<file path="config.mk">
export PLATFORM = sky130hd
export DESIGN_NAME = lsu_multibeat
export DESIGN_NICKNAME = d
export VERILOG_FILES = /design/src/rtl/lsu_multibeat.sv
export SDC_FILE = /design/constraint.sdc
export NUM_CORES = 1
export LEC_CHECK = 0
export CORE_ASPECT_RATIO = 0.5
export CORE_UTILIZATION = 50
export DETAILED_ROUTE_END_ITERATION = 6
export PLACE_DENSITY = 0.79
export SETUP_SLACK_MARGIN = 0.4
export SLEW_MARGIN = 25
export SYNTH_ARGS = -nofsm -noshare
export SYNTH_HDL_FRONTEND = slang
export SYNTH_SLANG_ARGS = --single-unit
</file>
<file path="constraint.sdc">
create_clock -name clk_i -period 10.16 [get_ports clk_i]
set_clock_uncertainty 0.15 [all_clocks]
set_input_delay 2.54 -clock clk_i [delete_from_list [all_inputs] [get_ports clk_i]]
set_output_delay 2.54 -clock clk_i [all_outputs]
set_load 0.02 [all_outputs]
</file>
<file path="src/rtl/lsu_multibeat.sv">
// -----------------------------------------------------------------------------
// lsu_multibeat
//
// Load/store unit for the KCP53K CPU, placed between execute and register
// writeback. It performs byte, half, word and dword loads and stores over a
// classic Wishbone master port of width DW. Accesses wider than the bus are
// split into consecutive beats, lowest bytes first. Narrow accesses use lane
// selects, and loads are sign- or zero-extended to XLEN. A request flagged
// nomem_i does not start a bus cycle. It returns the effective address on
// the writeback port instead.
//
// Parameters
//   XLEN : register/address width
//   DW   : Wishbone data width (8, 16, 32 or 64)
//   SW   : byte lanes, DW/8 (derived)
//
// Ports
//   clk_i, reset_i      clock, asynchronous active-high reset
//   req_i               request strobe, sampled only while idle
//   nomem_i             pass addr_i to writeback with no bus cycle
//   we_i                1 = store, 0 = load
//   size_i              00 byte, 01 half, 10 word, 11 dword
//   signed_i            load extension: 1 = sign, 0 = zero
//   addr_i, dat_i       effective address and store data
//   busy_o              transfer in progress
//   rwe_o, dat_o        one-cycle writeback enable and writeback data
//   misalign_o          one-cycle pulse, misaligned request rejected
//   wbm*_o / wbm*_i     Wishbone master: adr, dat out/in, sel, we, stb, cyc, ack
// -----------------------------------------------------------------------------
module lsu_multibeat #(
  parameter int XLEN = 64,
  parameter int DW   = 16,
  parameter int SW   = DW / 8
) (
  input  logic            clk_i,
  input  logic            reset_i,
  input  logic            req_i,
  input  logic            nomem_i,
  input  logic            we_i,
  input  logic [1:0]      size_i,
  input  logic            signed_i,
  input  logic [XLEN-1:0] addr_i,
  input  logic [XLEN-1:0] dat_i,
  output logic            busy_o,
  output logic            rwe_o,
  output logic [XLEN-1:0] dat_o,
  output logic            misalign_o,
  output logic [XLEN-1:0] wbmadr_o,
  output logic [DW-1:0]   wbmdat_o,
  input  logic [DW-1:0]   wbmdat_i,
  output logic [SW-1:0]   wbmsel_o,
  output logic            wbmwe_o,
  output logic            wbmstb_o,
  output logic            wbmcyc_o,
  input  logic            wbmack_i
);

  localparam int LOG2SW = $clog2(SW);
  localparam int OFFW   = (SW > 1) ? $clog2(SW) : 1;
  localparam int IW     = $clog2(XLEN);

  typedef enum logic {
    S_IDLE = 1'b0,
    S_XFER = 1'b1
  } state_t;

  // ---------------------------------------------------------------------------
  // State and latched request
  // ---------------------------------------------------------------------------
  state_t            r_state;
  state_t            w_state_nxt;
  logic [3:0]        r_beat;      // up to 8 beats (dword over an 8-bit bus)
  logic [XLEN-1:0]   r_addr;
  logic [XLEN-1:0]   r_data;
  logic [1:0]        r_size;
  logic              r_we;
  logic              r_signed;
  logic [XLEN-1:0]   r_rdata;     // load bytes gathered from earlier beats
  logic              r_rwe;
  logic [XLEN-1:0]   r_dat;
  logic              r_misalign;

  // ---------------------------------------------------------------------------
  // Decoded request / beat information
  // ---------------------------------------------------------------------------
  logic              w_mis_in;    // incoming request is misaligned
  logic [4:0]        w_nbytes;    // 2^size
  logic              w_multi;     // access wider than the bus
  logic [4:0]        w_nbeats;
  logic              w_last;      // current beat is the final one
  logic [OFFW-1:0]   w_off;       // lane offset of a single-beat access
  logic [XLEN-1:0]   w_beat_adr;
  logic [DW-1:0]     w_wdat;
  logic [SW-1:0]     w_sel;
  logic [XLEN-1:0]   w_asm;       // load bytes including the current beat
  logic [XLEN-1:0]   w_ext;       // extended writeback value
  logic              w_sbit;

  logic              w_nomem_hit;
  logic              w_mis_hit;
  logic              w_accept;
  logic              w_beat_ack;
  logic              w_done;

  // A request is misaligned when addr is not a multiple of its own size.
  always_comb begin
    // NOTE: every variable written in a combinational block gets a default
    // first, so no path through the case can leave it unassigned (no latch).
    w_mis_in = 1'b0;
    case (size_i)
      2'd1:    w_mis_in = addr_i[0];
      2'd2:    w_mis_in = |addr_i[1:0];
      2'd3:    w_mis_in = |addr_i[2:0];
      default: w_mis_in = 1'b0;
    endcase
  end

  assign w_nbytes   = 5'd1 << r_size;
  assign w_multi    = (w_nbytes > 5'(SW));
  assign w_nbeats   = w_multi ? (w_nbytes >> LOG2SW) : 5'd1;
  assign w_last     = ({1'b0, r_beat} == (w_nbeats - 5'd1));
  assign w_off      = r_addr[OFFW-1:0] & OFFW'(SW - 1);
  // The full byte address goes out; the lane offset bits are kept.
  assign w_beat_adr = r_addr + (XLEN'(r_beat) << LOG2SW);

  // Store data and lane selects for the beat on the bus.
  always_comb begin
    w_wdat = '0;
    w_sel  = '0;
    if (w_multi) begin
      w_wdat = r_data[IW'(int'(r_beat) * DW) +: DW];
      w_sel  = '1;
    end else begin
      // The low 2^size bytes are repeated across every lane, so the selected
      // lanes always carry the right bytes whatever the offset.
      for (int i = 0; i < SW; i++) begin
        w_wdat[i*8 +: 8] = r_data[IW'((i & (int'(w_nbytes) - 1)) * 8) +: 8];
        w_sel[i]         = (i >= int'(w_off)) &&
                           (i < int'(w_off) + int'(w_nbytes));
      end
    end
  end

  // Load assembly and extension. A multi-beat load ORs each beat into its
  // slot of r_rdata, which is cleared when the request is accepted. A
  // single-beat load shifts the selected lanes down to bit 0.
  always_comb begin
    w_asm = r_rdata;
    if (w_multi) begin
      w_asm = r_rdata | (XLEN'(wbmdat_i) << (int'(r_beat) * DW));
    end else begin
      w_asm = XLEN'(wbmdat_i >> (int'(w_off) * 8));
    end
  end

  always_comb begin
    w_ext  = '0;
    w_sbit = r_signed & w_asm[IW'(8 * int'(w_nbytes) - 1)];
    for (int i = 0; i < XLEN; i++) begin
      if (i < 8 * int'(w_nbytes)) begin
        w_ext[i] = w_asm[i];
      end else begin
        w_ext[i] = w_sbit;
      end
    end
  end

  // ---------------------------------------------------------------------------
  // FSM: state register
  // ---------------------------------------------------------------------------
  always_ff @(posedge clk_i or posedge reset_i) begin
    if (reset_i) begin
      r_state <= S_IDLE;
    end else begin
      // NOTE: sequential state uses non-blocking assignments so every flop
      // samples the pre-edge values, whatever order the blocks evaluate in.
      r_state <= w_state_nxt;
    end
  end

  // ---------------------------------------------------------------------------
  // FSM: next state, event strobes and bus outputs
  // ---------------------------------------------------------------------------
  always_comb begin
    w_state_nxt = r_state;
    w_nomem_hit = 1'b0;
    w_mis_hit   = 1'b0;
    w_accept    = 1'b0;
    w_beat_ack  = 1'b0;
    w_done      = 1'b0;
    busy_o      = 1'b0;
    wbmcyc_o    = 1'b0;
    wbmstb_o    = 1'b0;
    wbmwe_o     = 1'b0;
    wbmadr_o    = '0;
    wbmdat_o    = '0;
    wbmsel_o    = '0;

    case (r_state)
      S_IDLE: begin
        if (req_i) begin
          if (nomem_i) begin
            w_nomem_hit = 1'b1;
          end else if (w_mis_in) begin
            w_mis_hit = 1'b1;
          end else begin
            w_accept    = 1'b1;
            w_state_nxt = S_XFER;
          end
        end
      end

      S_XFER: begin
        busy_o   = 1'b1;
        wbmcyc_o = 1'b1;
        wbmstb_o = 1'b1;
        wbmwe_o  = r_we;
        wbmadr_o = w_beat_adr;
        wbmdat_o = w_wdat;
        wbmsel_o = w_sel;
        if (wbmack_i) begin
          w_beat_ack = 1'b1;
          if (w_last) begin
            w_done      = 1'b1;
            w_state_nxt = S_IDLE;
          end
        end
      end

      default: w_state_nxt = S_IDLE;
    endcase
  end

  // ---------------------------------------------------------------------------
  // Datapath registers
  // ---------------------------------------------------------------------------
  always_ff @(posedge clk_i or posedge reset_i) begin
    if (reset_i) begin
      // NOTE: these are a handful of flops, not a memory array, so they all
      // take reset. The outputs then read 0 and nothing stale is left over.
      r_beat     <= '0;
      r_addr     <= '0;
      r_data     <= '0;
      r_size     <= '0;
      r_we       <= 1'b0;
      r_signed   <= 1'b0;
      r_rdata    <= '0;
      r_rwe      <= 1'b0;
      r_dat      <= '0;
      r_misalign <= 1'b0;
    end else begin
      // Pulses last one cycle unless set again below.
      r_rwe      <= 1'b0;
      r_misalign <= 1'b0;

      if (w_nomem_hit) begin
        r_rwe <= 1'b1;
        r_dat <= addr_i;
      end

      if (w_mis_hit) begin
        r_misalign <= 1'b1;
      end

      if (w_accept) begin
        r_addr   <= addr_i;
        r_data   <= dat_i;
        r_size   <= size_i;
        r_we     <= we_i;
        r_signed <= signed_i;
        r_beat   <= '0;
        r_rdata  <= '0;
      end

      if (w_beat_ack) begin
        r_beat <= r_beat + 4'd1;
        if (!r_we) begin
          r_rdata <= w_asm;
        end
        if (w_done) begin
          r_beat <= '0;
          if (!r_we) begin
            r_rwe <= 1'b1;
            r_dat <= w_ext;
          end
        end
      end
    end
  end

  assign rwe_o      = r_rwe;
  assign dat_o      = r_dat;
  assign misalign_o = r_misalign;

endmodule

</file>
Word level (Yosys, flattened, before mapping). Cells that the tools add are included.

Register bits: 267. Bits of input ports: 153. Logic and storage cells: 213.

Reductions and logical operators: 4. $lt $le $gt $ge: 69. Shift-type cells: 5. Add/subtract/negate cells: 6. Equal/unequal tests: 4. Bitwise operators: 3. Mux-type cells: 111.

Operators by type and width (count): $mux W64 (9); $lt A6 B8 Y1 const A (32); $lt A5 B8 Y1 const A (16); $mux W1 (91); $add A64 B5 Y64 (1); $lt A4 B8 Y1 const A (8); $or A64 B64 Y64 (1); $shiftx A64 B5 Y8 (1); $shiftx A64 B6 Y16 (1); $shl A16 B8 Y64 (1); $shr A16 B4 Y64 (1); $lt A1 B32 Y1 const A (1); $lt A3 B8 Y1 const A (4); $mux W16 (2); $lt A1 B8 Y1 const A (2); $lt A2 B8 Y1 const A (2); $mux W4 (4); $lt A6 B8 Y1 const B (1); $add A1 B5 Y6 (1); $bmux W1 S6 (1); $lt A1 B6 Y1 const A (1); $sub A6 B1 Y6 const B (1); $eq A4 B5 Y1 (1); $gt A5 B2 Y1 const B (1); 16 further kinds (18).

Depth between registers and ports, before layout.
Word-level depth: 11. Gate-level depth with buffers: 12. Mapped depth without buffers: 7.

Worst setup path before layout. OpenSTA, ideal clock, no wires.

Kind: register to output. Start point: register r_beat[0]. End point: output port wbmadr_o[37]. Required time: 7.470 ns. Slack: 5.140 ns. Buffers on the path: 1. Arrival time: 2.330 ns. Stages on the path, launching flop included: 9. Path through: dfrtp_1 -> ha_1 -> fa_1 -> a211oi_1 -> nor2_1 -> nand4_2 -> clkbuf_1 -> o21ai_0 -> a21oi_1.

Cells in the longest elaborated chain, start to end: 2.

Ends and longest elaborated chain: from (decl) (RTL line 72) `logic [3:0] r_beat;`; from (signal assigned) (RTL line 276) `r_beat <= r_beat + 4'd1;`; $add A64 B5 Y64 (RTL line 124) `assign w_beat_adr = r_addr + (XLEN'(r_beat) << LOG2SW);`; $mux W64 (RTL line 199) `case (r_state)`; to (decl) (RTL line 48) `output logic [XLEN-1:0] wbmadr_o,`.

Every way passes these cells.

Worst setup path in the final report.
Start point: register r_beat[0]. End point: output port wbmadr_o[41].

The elaborated chain is that of the path after synthesis.

==> out/metrics.cfg <==
[cts]
clock_latency_ps = 520
cts.path.max_buffers = 3
cts_buffers = 23
postCtsSetupBuffers = 0
clock-sinks = 235
cts_hold_buf = 0
clockRootBuffer = clkbuf_16
tritoncts = built
cts.clk_slew.worst_paths_ps = 60
h-tree-depth = 1
cts_resized = 0

[place]
hpwlAfterDp_mm = 28.9
place_area_um2 = 15400
gp_congestion = 0.943
io_buffers = 272

[logic_synthesis]
synth_area_per_cell_um2 = 9.68
synth_ff_type = dfrtp_1
synth_nets = 1460
synthArstFlopShare_pct = 100
synth_area_um2 = 12600
synth_enable_flop_cells = 0
ys_ff_latch = 235
synthCells = 1299
yosys.cell_types.count = 63
yosys-top-cells-area = dfrtp_1 (47%), mux2_2 (9.3%), a21oi_1 (5.7%)
synth_top_area_share_pct = 46.8
yosysTopAreaCell = dfrtp_1
yosysSeqAreaShare_pct = 46.8
yosysWarnings = 0

[final_layout]
nets = 1666
multi_input_area_um2 = 6210
syn_to_final_growth_pct = 28.4
ff_latch_area_um2 = 5880
diodes = 0
final_common_cell = clkdlybuf4s50_1
drive_gt1_share_pct = 12.2
num-fill-cells = 1876
post-route-util_pct = 66.3
final_cell_mix = clkdlybuf4s50_1 (272), dfrtp_1 (235), a21oi_1 (142), nor2_1 (140), nand2_1 (118)
fin_area_um2 = 16100

[timing]
slew_viol_final = 0
slew_headroom_pct = 29.1
tightest_slew_ps = 1060
min_period_ps = 6860
fin_crit_sh_pct = 67.6
max_freq_mhz = 146
fin_hold_ws_ps = 331
final-hold-violation-count = 0
finalSetupTns_ps = 0
setup_violations = 0
rsz0062_at_grt = false

[setup_path]
crit_fanout = 19
path_class = reg -> out
cp.required_ps = 7470
setup.worst_path.start_class = flop
worstReg2RegStart = r_size[1]
critPathArrivalTime_ps = 4170
worst_path_largest_cell_delay_ps = 650
r2r_cells = 7
cp_cell_sequence = ha_1, fa_1, a211oi_1, nor2_1, buf_4, nand4_2, or4_1, a21oi_1, clkdlybuf4s50_1
critPathBufInv = 2
critical-path-top-delay-family = simple AND/OR/NAND/NOR gates
r2r_end = dat_o[57]
reg2reg_slack_ps = 6950
critPathSlowestCell = dfrtp_1
endpoint_kind = output port

[detailed_routing]
ant_nets = 0
drcViolationCount = 0
wl_per_cell_um = 21.6
drt_iter0_drc = 1236
vias_per_cell = 6.09
vias = 11290
wl_mm = 40.1
drtPass1Iterations = 5

[floorplan]
ios = 305
core_um2 = 24300
die_w_um = 226
rows = 40
dieArea_um2 = 25800
start_util_pct = 51.7
die_y_um = 114

[power]
power_density_nw_per_um2 = 295
p_leak_nw = 6.85
p_int_mw = 2.80
seqPwrFrac_pct = 35.3
comb_power_share_pct = 47.0
ir_drop_v = 0.000193
power_frac_clock_pct = 17.6
p_sw_share_pct = 41.3
p_switching_mw = 1.96

[global_routing]
grt_util_all_layers_pct = 31.0
grt_max_degree = 112
grt_antenna_before_repair = 0
grt_pass1_vias = 10799
overflow = 0
grt_pass1_wl_mm = 61.5

[min_path]
hold_depth = 1
hold_path_class = reg -> reg
worstHoldEndpoint = r_rdata[5]
hold_start = r_rdata[5]

[flow_run]
cap_violations = 0

[status]
status = completed

==> synthesized netlist by cell type, types with 3 or more instances <==
cell	n
xnor2_1	7
and3_1	12
nor4_1	6
nand4_1	24
dfrtp_1	235
buf_4	6
o31ai_1	12
nand3_1	38
a32oi_1	8
or2_2	7
nor2b_1	8
o22ai_1	9
nand4_2	5
buf_1	6
o21ai_0	40
and2_1	11
a2bb2oi_1	40
inv_1	16
buf_2	11
o21bai_1	3
a211oi_1	22
nor3_1	13
nand2b_1	6
a21oi_1	142
a21o_1	13
mux2_2	104
mux2i_1	53
nand2_1	119
ha_1	7
a31oi_1	7
or3_1	18
clkbuf_1	82
xor2_1	24
or4_1	10
nor2_1	141
==> how the worst max path moves through the flow <==
stage | startpoint | to | slack, ps | cells after the start
global placement | r_beat[0] | wbmadr_o[41] | 4040 | 9
detailed placement | r_beat[0] | wbmadr_o[41] | 3860 | 9
CTS | r_beat[0] | wbmadr_o[41] | 3320 | 9
global route | r_beat[0] | wbmadr_o[41] | 3060 | 9
finish | r_beat[0] | wbmadr_o[41] | 3300 | 9
floorplan | reset_i | dat_o[0] | 1020 | 1
==> flip-flops by register name, indices dropped and copies added, names as in the netlist <==
name and cells:
dat_o 64, misalign_o 1, r_addr 64, r_beat 4
r_data 32, r_rdata 64, r_signed 1, r_size 2
r_state 1, r_we 1, rwe_o 1
==> cells by family after synthesis <==
family | Yosys count | share of synthesized area, %
AO/OA/AOI/OAI | 311 | 15.5
XOR/XNOR | 31 | 2.16
adder cells (fa/ha/maj) | 8 | 0.856
buffers and inverters | 123 | 3.97
flip-flops | 235 | 46.8
multiplexers | 157 | 13.5
AND/OR/NAND/NOR | 434 | 17.2
==> area by class of cell <==
| type | count | share of cell area (%) |
|---|---|---|
| flip-flops and latches | 235 | 36.4 |
| well taps | 336 | 2.61 |
| repair buffers | 287 | 17.6 |
| clock inverters | 7 | 0.442 |
| inverters | 17 | 0.442 |
| clock buffers | 32 | 4.02 |
| multi-input cells | 941 | 38.5 |
==> power groups by stage <==
stage / registers (mW) / clock network (mW) / logic [mW]
after floorplan: 1.71 / 0 / 1.23
after global placement: 1.65 / 0 / 2.16
after detailed placement: 1.68 / 0 / 2.22
after CTS: 1.67 / 0.849 / 2.23
after global routing: 1.73 / 0.889 / 2.39
final: 1.68 / 0.840 / 2.24
==> per-layer routing <==
layer  track usage [%]  vias up  wire (µm)
met5                 0        -          0
met4              9.64        0       1210
met3              7.52       94       3800
met2              46.5      540      17900
met1              44.4     5590      17200
li1                  -     5066          -
==> per-stage QoR <==
step                      std cells  worst slack [ps]  total power, mW
after detailed placement       1815              3860             3.90
after CTS                      1854              3320             4.75
after global routing           1855              3060             5.01
final                          1855              3300             4.76
after global placement         1815              4040             3.81
after floorplan                1299              1020             2.95
(Power assumes the default switching activity.)
